--- src/rtl/branch_pkg.sv ---
// Shared types for the branch resolver: queue entry layout, FSM states, PC step.
package branch_pkg;

  localparam int PC_BITS = 32;
  localparam int PC_STEP = 4;

  typedef struct packed {
    logic [PC_BITS-1:0] pc;
    logic               predTaken;
    logic [PC_BITS-1:0] predTarget;
  } pred_entry_t;

  typedef enum logic {
    NORMAL,
    RECOVER
  } resolver_state_e;

endpackage

--- src/rtl/branch_resolver_if.sv ---
// Fetch push, branch-unit resolve and BTB update signals of the branch resolver.
interface branch_resolver_if #(
  parameter int WIDTH   = 31,
  parameter int B_WIDTH = 7,
  parameter int DEPTH   = 8
);

  logic                     fetchValid;
  logic [WIDTH:0]           fetchPC;
  logic                     predTaken;
  logic [WIDTH:0]           predTarget;
  logic                     fetchReady;
  logic                     resValid;
  logic                     resTaken;
  logic [WIDTH:0]           resTarget;
  logic                     resReady;
  logic                     branch;
  logic                     wasTakenBranch;
  logic [B_WIDTH:0]         oldPC;
  logic [WIDTH:0]           resolvedTarget;
  logic                     mispredict;
  logic [WIDTH:0]           redirectPC;
  logic [$clog2(DEPTH):0]   count;

  modport master (
    output fetchValid, fetchPC, predTaken, predTarget,
    output resValid, resTaken, resTarget,
    input  fetchReady, resReady, branch, wasTakenBranch, oldPC,
    input  resolvedTarget, mispredict, redirectPC, count
  );

  modport slave (
    input  fetchValid, fetchPC, predTaken, predTarget,
    input  resValid, resTaken, resTarget,
    output fetchReady, resReady, branch, wasTakenBranch, oldPC,
    output resolvedTarget, mispredict, redirectPC, count
  );

endinterface

--- src/rtl/pred_fifo.sv ---
// In-order circular buffer of predicted branches with single-cycle flush.
module pred_fifo
  import branch_pkg::*;
#(
  parameter int  DEPTH   = 8,
  parameter type entry_t = pred_entry_t
) (
  input  logic                   clk,
  input  logic                   rst_n,
  input  logic                   push,
  input  entry_t                 pushData,
  input  logic                   pop,
  input  logic                   flush,
  output entry_t                 headData,
  output logic                   full,
  output logic                   empty,
  output logic [$clog2(DEPTH):0] count
);

  localparam int PW = $clog2(DEPTH);

  entry_t           mem [DEPTH];
  logic [PW-1:0]    rdPtr;
  logic [PW-1:0]    wrPtr;
  logic [PW:0]      cnt;
  logic             doPush;
  logic             doPop;

  assign full     = (cnt == (PW+1)'(DEPTH));
  assign empty    = (cnt == '0);
  assign count    = cnt;
  assign headData = mem[rdPtr];
  assign doPush   = push && !full && !flush;
  assign doPop    = pop && !empty && !flush;

  // Storage needs no reset; count gates every read of it.
  always_ff @(posedge clk) begin
    if (doPush) mem[wrPtr] <= pushData;
  end

  always_ff @(posedge clk or negedge rst_n) begin
    if (!rst_n) begin
      rdPtr <= '0;
      wrPtr <= '0;
      cnt   <= '0;
    end else if (flush) begin
      rdPtr <= '0;
      wrPtr <= '0;
      cnt   <= '0;
    end else begin
      if (doPush) wrPtr <= wrPtr + 1'b1;
      if (doPop)  rdPtr <= rdPtr + 1'b1;
      case ({doPush, doPop})
        2'b10:   cnt <= cnt + 1'b1;
        2'b01:   cnt <= cnt - 1'b1;
        default: cnt <= cnt;
      endcase
    end
  end

endmodule

--- src/rtl/branch_resolver.sv ---
// Compares queued predictions against resolved outcomes, drives BTB updates
// and redirects fetch on misprediction.
module branch_resolver
  import branch_pkg::*;
#(
  parameter int WIDTH   = 31,
  parameter int B_WIDTH = 7,
  parameter int DEPTH   = 8
) (
  input  logic             clk,
  input  logic             rst_n,
  branch_resolver_if.slave bus
);

  typedef struct packed {
    logic [WIDTH:0] pc;
    logic           predTaken;
    logic [WIDTH:0] predTarget;
  } entry_t;

  resolver_state_e        state;
  resolver_state_e        stateNext;
  entry_t                 pushEntry;
  entry_t                 head;
  logic                   full;
  logic                   empty;
  logic [$clog2(DEPTH):0] fifoCount;
  logic                   fetchReady;
  logic                   resReady;
  logic                   push;
  logic                   resolve;
  logic                   miss;
  logic                   flush;
  logic [WIDTH:0]         nextPC;

  logic                   branchQ;
  logic                   takenQ;
  logic [B_WIDTH:0]       oldPCQ;
  logic [WIDTH:0]         targetQ;
  logic                   mispredictQ;
  logic [WIDTH:0]         redirectQ;

  assign fetchReady = !full && (state == NORMAL);
  assign resReady   = !empty;
  assign push       = bus.fetchValid && fetchReady;
  assign resolve    = bus.resValid && resReady;

  assign miss   = (head.predTaken != bus.resTaken) ||
                  (bus.resTaken && (head.predTarget != bus.resTarget));
  assign flush  = resolve && miss;
  assign nextPC = bus.resTaken ? bus.resTarget : head.pc + (WIDTH+1)'(PC_STEP);

  assign pushEntry = '{pc: bus.fetchPC, predTaken: bus.predTaken, predTarget: bus.predTarget};

  // A push racing a mispredicted resolve is on the wrong path, so flush wins.
  pred_fifo #(
    .DEPTH   (DEPTH),
    .entry_t (entry_t)
  ) u_fifo (
    .clk      (clk),
    .rst_n    (rst_n),
    .push     (push && !flush),
    .pushData (pushEntry),
    .pop      (resolve && !miss),
    .flush    (flush),
    .headData (head),
    .full     (full),
    .empty    (empty),
    .count    (fifoCount)
  );

  always_ff @(posedge clk or negedge rst_n) begin
    if (!rst_n) state <= NORMAL;
    else        state <= stateNext;
  end

  always_comb begin
    stateNext = state;
    case (state)
      NORMAL:  if (flush) stateNext = RECOVER;
      RECOVER: stateNext = NORMAL;
      default: stateNext = NORMAL;
    endcase
  end

  always_ff @(posedge clk or negedge rst_n) begin
    if (!rst_n) begin
      branchQ     <= 1'b0;
      takenQ      <= 1'b0;
      oldPCQ      <= '0;
      targetQ     <= '0;
      mispredictQ <= 1'b0;
      redirectQ   <= '0;
    end else begin
      branchQ     <= resolve;
      takenQ      <= resolve && bus.resTaken;
      mispredictQ <= flush;
      if (resolve) begin
        oldPCQ    <= head.pc[B_WIDTH:0];
        targetQ   <= bus.resTarget;
        redirectQ <= nextPC;
      end
    end
  end

  assign bus.fetchReady     = fetchReady;
  assign bus.resReady       = resReady;
  assign bus.branch         = branchQ;
  assign bus.wasTakenBranch = takenQ;
  assign bus.oldPC          = oldPCQ;
  assign bus.resolvedTarget = targetQ;
  assign bus.mispredict     = mispredictQ;
  assign bus.redirectPC     = redirectQ;
  assign bus.count          = fifoCount;

endmodule

--- src/flat_wrapper.sv ---
// flat-port wrapper written by rule: the top's interface ports become plain ports
module branch_resolver_flat import branch_pkg::*;
#(
  parameter int WIDTH   = 31,
  parameter int B_WIDTH = 7,
  parameter int DEPTH   = 8
)
  (clk, rst_n, bus_fetchValid, bus_fetchPC, bus_predTaken, bus_predTarget, bus_resValid, bus_resTaken, bus_resTarget, bus_fetchReady, bus_resReady, bus_branch, bus_wasTakenBranch, bus_oldPC, bus_resolvedTarget, bus_mispredict, bus_redirectPC, bus_count);
  branch_resolver_if #(.WIDTH(WIDTH), .B_WIDTH(B_WIDTH), .DEPTH(DEPTH)) bus_i ();
  input  logic clk;
  input  logic rst_n;
  input wire logic [$bits(bus_i.fetchValid)-1:0] bus_fetchValid;
  input wire logic [$bits(bus_i.fetchPC)-1:0] bus_fetchPC;
  input wire logic [$bits(bus_i.predTaken)-1:0] bus_predTaken;
  input wire logic [$bits(bus_i.predTarget)-1:0] bus_predTarget;
  input wire logic [$bits(bus_i.resValid)-1:0] bus_resValid;
  input wire logic [$bits(bus_i.resTaken)-1:0] bus_resTaken;
  input wire logic [$bits(bus_i.resTarget)-1:0] bus_resTarget;
  output wire logic [$bits(bus_i.fetchReady)-1:0] bus_fetchReady;
  output wire logic [$bits(bus_i.resReady)-1:0] bus_resReady;
  output wire logic [$bits(bus_i.branch)-1:0] bus_branch;
  output wire logic [$bits(bus_i.wasTakenBranch)-1:0] bus_wasTakenBranch;
  output wire logic [$bits(bus_i.oldPC)-1:0] bus_oldPC;
  output wire logic [$bits(bus_i.resolvedTarget)-1:0] bus_resolvedTarget;
  output wire logic [$bits(bus_i.mispredict)-1:0] bus_mispredict;
  output wire logic [$bits(bus_i.redirectPC)-1:0] bus_redirectPC;
  output wire logic [$bits(bus_i.count)-1:0] bus_count;
  assign bus_i.fetchValid = bus_fetchValid;
  assign bus_i.fetchPC = bus_fetchPC;
  assign bus_i.predTaken = bus_predTaken;
  assign bus_i.predTarget = bus_predTarget;
  assign bus_i.resValid = bus_resValid;
  assign bus_i.resTaken = bus_resTaken;
  assign bus_i.resTarget = bus_resTarget;
  assign bus_fetchReady = bus_i.fetchReady;
  assign bus_resReady = bus_i.resReady;
  assign bus_branch = bus_i.branch;
  assign bus_wasTakenBranch = bus_i.wasTakenBranch;
  assign bus_oldPC = bus_i.oldPC;
  assign bus_resolvedTarget = bus_i.resolvedTarget;
  assign bus_mispredict = bus_i.mispredict;
  assign bus_redirectPC = bus_i.redirectPC;
  assign bus_count = bus_i.count;
  branch_resolver #(.WIDTH(WIDTH), .B_WIDTH(B_WIDTH), .DEPTH(DEPTH)) u_core (.clk(clk), .rst_n(rst_n), .bus(bus_i));
endmodule
--- config.mk ---
export PLATFORM = sky130hd
export DESIGN_NAME = branch_resolver_flat
export DESIGN_NICKNAME = d
export VERILOG_FILES = /design/src/rtl/branch_pkg.sv /design/src/rtl/branch_resolver_if.sv /design/src/rtl/pred_fifo.sv /design/src/rtl/branch_resolver.sv /design/src/flat_wrapper.sv
export SDC_FILE = /design/constraint.sdc
export NUM_CORES = 1
export LEC_CHECK = 0
export CAP_MARGIN = 20
export CORE_AREA = 2 2 246 248
export DETAILED_ROUTE_END_ITERATION = 7
export DIE_AREA = 0 0 248 250
export GPL_TIMING_DRIVEN = 0
export PLACE_DENSITY_LB_ADDON = 0.1
export SETUP_SLACK_MARGIN = 0.02
export SYNTH_ARGS = -nofsm -noshare
export SYNTH_HDL_FRONTEND = slang
export SYNTH_SLANG_ARGS = --single-unit
--- constraint.sdc ---
create_clock -name clk -period 31 [get_ports clk]
set_input_delay 6.2 -clock clk [delete_from_list [all_inputs] [get_ports clk]]
set_output_delay 6.2 -clock clk [all_outputs]
set_load 0.05 [all_outputs]
# After elaboration in Yosys (flattened, before gate mapping)
# Memories as Yosys holds them, arrays and structs flattened.
# Cells that the tools add are included.
# word_totals
reg_bits	86
ram_bits	520
input_bits	102
out_inout_bits	81
elab_cells	54
mem_count	1
# classes
n_addsub	5
eq_ne	5
muxes	11
bitwise_logic	1
reduce_logical	21
# mem_list
memory	depth	width	rd	rd_ports_with_merged_regs	wr	line_no	rtl
u_core.u_fifo.mem	8	65	1	0	1	pred_fifo.sv:22	entry_t mem [DEPTH];
# ops
cell	n
adder 32 x 3 -> 32 bit (second input constant)	1
two-way mux 32 bit	1
inequality test 32 bit	1
logical AND 1 bit	12
two-way mux 3 bit	4
case mux 4 bit (2 select lines)	1
adder 3 x 1 -> 3 bit (second input constant)	2
adder 4 x 1 -> 4 bit (second input constant)	1
equality test 4 bit (second input constant)	1
zero test 1 bit	4
zero test 4 bit	1
two-way mux 4 bit	1
nonzero test 2 bit	2
subtractor 4 x 1 -> 4 bit (second input constant)	1
two-way mux 1 bit	3
nonzero test 3 bit	1
equality test 2 x 1 -> 1 bit (second input constant)	1
equality test 2 bit (second input constant)	1
case mux 1 bit (2 select lines)	1
logical OR 1 bit	1
inequality test 1 bit	1
inverter 1 bit	1

# Longest topological paths before layout
# Gate-level depths: netlist of run 1.
# An unclocked memory read counts as a cell.
# depth
ltp_word	12
depth_mapped	20
mapped_depth_nobuf	15

# Hierarchy
# From an unflattened synthesis of run 1, not the netlist that was laid out.
# unflattened
cells_unflattened	1291
area_unflattened_um2	24139.4
# modules_own_cells
mod	n_inst	cells_each	area_each_um2	seq_area_each_um2
pred_fifo	1	830	20160.6	15865.2
branch_resolver	1	461	3978.8	1901.8

# Worst setup path after synthesis of run 1
# OpenSTA, ideal clock, no wires.
# synth_timing
path_type	input to register
from	in bus_resTarget[2]
to	mem u_core.u_fifo.mem[6][0] (netlist bit) (enable)
setup_time_ps	688
arrival_ps	14551
required_ps	30312
setup_slack_ps	15761
stages	5
path_buffers	0
cell_sequence	and4_1 -> o2111ai_1 -> or4_4 -> o31a_4 -> a2111oi_1
# synth_between
elab_chain_len	10
# synth_lines
element	line_no	rtl
start: declaration	flat_wrapper.sv:18	input wire logic [$bits(bus_i.resTarget)-1:0] bus_resTarget;
inequality test 32 bit *	branch_resolver.sv:49	(bus.resTaken && (head.predTarget != bus.resTarget));
logical AND 1 bit *	branch_resolver.sv:49	
logical OR 1 bit *	branch_resolver.sv:48	assign miss = (head.predTaken != bus.resTaken) ||
logical AND 1 bit *	branch_resolver.sv:50	assign flush = resolve && miss;
zero test 1 bit *	pred_fifo.sv:33, branch_resolver.sv:62	
logical AND 1 bit	branch_resolver.sv:62	.push (push && !flush),
logical AND 1 bit	pred_fifo.sv:33	assign doPush = push && !full && !flush;
logical AND 1 bit *	pred_fifo.sv:33	
two-way mux 1 bit *	pred_fifo.sv:38	if (doPush) mem[wrPtr] <= pushData;
two-way mux 1 bit (not written as such) *	pred_fifo.sv:38	
end: declaration	pred_fifo.sv:22	
# Every way passes the cells marked *; elsewhere a longest branch is shown, timed or not.

# Worst setup path in the final report of run 1
# layout_timing
from	in bus_resTarget[2]
to	mem u_core.u_fifo.mem[2][55] (netlist bit) (enable)
# The elaborated chain is that of the path after synthesis.

==> results of run 1 <==
-- routing by layer --
metal,vias to the layer above,GRT usage,share of wire
met5,-,0,0.00055
met4,6,0.04910,0.013
met3,63,0.03828,0.068
li1,5797,-,-
met2,488,0.3312,0.46
met1,7081,0.3333,0.46
-- worst paths after layout --
kind	startpoint	end	cells past startpoint	slack (ps)
min in group asynchronous	rst_n	u_core.bus.resolvedTarget[15]$_DFFE_PN0P_	1	5580
max in group asynchronous	rst_n	u_core.bus.oldPC[6]$_DFFE_PN0P_	2	24720
max	bus_resTarget[2]	u_core.u_fifo.mem[2][55]$_DFFE_PP_	11	21060
min	u_core.state$_DFF_PN0_	u_core.state$_DFF_PN0_	1	440
max reg2reg	u_core.u_fifo.rdPtr[1]$_DFFE_PN0P_	u_core.u_fifo.mem[2][55]$_DFFE_PP_	15	25480
min reg2reg	u_core.state$_DFF_PN0_	u_core.state$_DFF_PN0_	1	440
-- report_power, final --
group	internal, uW	switching (uW)
logic	377	636
registers	1020	64.3
clock network	440	313
total	1840	1010
-- cell families (layout without fill, tap and decap cells) --
kind of cell	Yosys count	in the layout	synth area share
compound gates	111	111	0.02917
xor+xnor	63	63	0.02281
fa+ha+maj	7	7	0.003931
buf+inv	70	453	0.01603
flops	606	606	0.7345
mux	202	202	0.1499
simple gates	230	230	0.04365
-- state kept, by name, indices dropped and copies added, names as in the netlist --
signal                     count
u_core.u_fifo.rdPtr            3
u_core.bus.resolvedTarget     32
u_core.bus.wasTakenBranch      1
u_core.u_fifo.mem            520
u_core.bus.mispredict          1
u_core.bus.branch              1
u_core.bus.redirectPC         32
u_core.state                   1
u_core.u_fifo.wrPtr            3
u_core.u_fifo.count            4
u_core.bus.oldPC               8
-- worst reg2reg max path, stage by stage (launching register included) --
cell and delay, ps:
dfrtp_1 380, buf_4 260, buf_2 410, buf_2 470
mux4_2 370, mux2i_1 360, xnor2_1 200, nor4_1 270
nand3_1 170, o31a_4 460, a2111oi_2 790, buf_4 280
buf_4 190, buf_2 250, buf_4 190, buf_4 170
-- cell usage after synthesis, drive strengths merged (3+ instances only) --
cell / n / share of area
a2111oi: 9 / 0.0045
a211oi: 3 / 0.00093
a21o: 4 / 0.0012
a21oi: 39 / 0.0081
a22oi: 3 / 0.00093
a31oi: 3 / 0.00078
and3: 10 / 0.0026
buf: 38 / 0.011
clkbuf: 24 / 0.0037
dfrtp: 86 / 0.089
edfxtp: 520 / 0.65
ha: 6 / 0.0031
inv: 7 / 0.0011
mux2: 3 / 0.0014
mux2i: 71 / 0.029
mux4: 128 / 0.12
nand2: 127 / 0.020
nand2b: 4 / 0.0010
nand3: 12 / 0.0025
nand3b: 4 / 0.0012
nand4: 9 / 0.0023
nand4b: 3 / 0.0011
nor2: 28 / 0.0043
nor3: 10 / 0.0021
nor4: 10 / 0.0026
o21a: 6 / 0.0019
o21ai: 32 / 0.0066
o22ai: 5 / 0.0013
or4: 4 / 0.0014
xnor2: 28 / 0.010
xor2: 35 / 0.013
-- final cells by class --
type	instances	share of cell area
Multi-Input combinational cell	613	0.2042
Buffer	62	0.01198
Clock inverter	29	0.006450
Timing Repair Buffer	264	0.08611
Clock buffer	90	0.06278
Inverter	8	0.001005
Tap cell	782	0.03275
Sequential cell	606	0.5947
-- per-stage QoR --
stage,hold slack (ps),utilization
2_1_floorplan,413.0,-
3_3_place_gp,428.8,0.4531
3_5_place_dp,436.4,0.4668
4_1_cts,444.0,0.5015
5_1_grt,483.8,0.5015
6_report,442.4,0.5015
==> metrics.md, run 1 <==
| Metric | Value |
|---|---|
| First-pass GRT wire length | `96.01 mm` |
| Crit-path slowest cell | `a2111oi_2` |
| Hold Vio Cnt, Final | `0` |
| Post-synthesis cell area | `24190 um^2` |
| Period utilisation layout | `0.3207` |
| WS Path Type | `in -> reg` |
| MaxCap Viol Count | `0` |
| Final nets | `1730` |
| Antenna cell count | `0` |
| Die Span X | `248 um` |
| GRT Resource Usage Total | `0.2194` |
| Antenna viol nets, final | `0` |
| CP arrival | `10240 ps` |
| EDFF count, synth | `520` |
| Seq/Total Area, Yosys | `0.7345` |
| Synth warnings | `0` |
| Final Non-Filler Cells | `2454` |
| Buffers inserted by post-CTS timing repair | `0` |
| Mapped Cells | `1289` |
| Worst path required time | `31290 ps` |
| Average cell area after synthesis | `18.77 um^2` |
| Clk slew on worst S/H paths | `60 ps` |
| GP Congestion | `0.7991` |
| DP Cell Count | `2335` |
| Ys async rst share | `0.1419` |
| Place WS | `20430 ps` |
| Die area | `62000 um^2` |
| Root Driver | `clkbuf_16` |
| Area after DPL | `27810 um^2` |
| LEAKAGE | `0.01013 uW` |
| Most common cell after layout, fill and taps aside | `edfxtp_1` |
| Initial antenna violation count | `4` |
| Power, Total | `2851 uW` |
| Via count | `13440` |
| Max FO, Critical Path | `8` |
| Status | `finished clean` |
| Rows | `90` |
| Crit path launch type | `input pin` |
| Register Area | `17770 um^2` |
| Worst-Skew Late Latency | `600 ps` |
| CTS tree | `yes` |
| Main flop type after synthesis | `edfxtp_1` |
| Fraction of layout cells with a size suffix above 1 | `0.2123` |
| Largest net degree at the start of global routing | `54` |
| Crit path buffers/inverters | `6` |
| Net Count, Synth | `1398` |
| Setup-failing EPs final | `0` |
| # fillers | `4917` |
| Pwr dens | `95.42 nW/um^2` |
| Cts bufs inserted | `66` |
| Final instance area | `29870 um^2` |
| Critical path, cell by cell | `clkdlybuf4s50_1 -> and4_1 -> o2111ai_1 -> or4_4 -> o31a_4 -> a2111oi_2 -> buf_4 -> buf_4 -> buf_2 -> buf_4 -> buf_4` |
| Resize count post-CTS | `0` |
| Area delta synth->final | `23.50%` |
| Synth cell types | `54` |
| Slew Viols, Final | `0` |
| WL per Instance | `27.41 um` |
| Core box area | `59570 um^2` |
| Most frequent CP cell | `buf_4` |
| Initial core utilization | `0.4061` |
| Max IR drop VDD | `0.08245 mV` |
| Area occupied by multi-input gates | `6101 um^2` |
| Max Fclk | `0.1006 GHz` |
| Final worst slack | `21060 ps` |
| RSZ-0062 raised after global routing | `no` |
| Hold crit path type | `reg -> reg` |
| I/O pin total | `183` |
| Register bit count reported by yosys | `606` |
| Commonest non-fill, non-tap cells in the layout | `edfxtp_1, clkdlybuf4s50_1, mux4_2, nand2_1, dfrtp_1` |
| Critical path endpoint category | `flip-flop` |
| Worst slew pin tran | `1071 ps` |
| Setup TNS | `0 ps` |
| DRT iter0 DRCs | `1278` |
| Die Ht | `250 um` |
| Clock skew | `18.72 ps` |
| Max_slew headroom | `0.2814` |
| Vias in the first global route | `13350` |
| Pre-antenna DRT Iters | `7` |
| GR Overflow Total | `0` |
| Clock Tree Buf Depth | `3` |
| Vias per cell | `5.475` |
| H-tree Lvls | `3` |
| I/O Buffers | `182` |
| Sinks on Clock Net | `606` |
| DRC | `0` |
| Hold_buf cts | `0` |
| Final Critical Period | `9942 ps` |
| Peak per-stage delay on the critical path | `790 ps` |
| Final wirelength | `67.27 mm` |
| HPWL Detailed | `48.26 mm` |
| Top delay family on crit path | `buffers and inverters` |
(Power assumes the default switching activity.)
==> inputs of run 2 (changes only) <==
Clock period 31 ns to 8.1 ns, I/O delays scaled along.
==> results of run 2 <==
Same layout as run 1 (identical final DEF). Status: finished clean.
Among the figures that moved: setup slack after placement 20430 ps -> 2114 ps; setup slack after layout 21060 ps -> 2582 ps; start point of the critical path bus_resTarget[2] -> u_core.u_fifo.rdPtr[1]$_DFFE_PN0P_; register-to-register setup slack 25480 ps -> 2580 ps; total power 2851 uW -> 10910 uW; worst IR drop on VDD 0.08245 mV -> 0.3156 mV
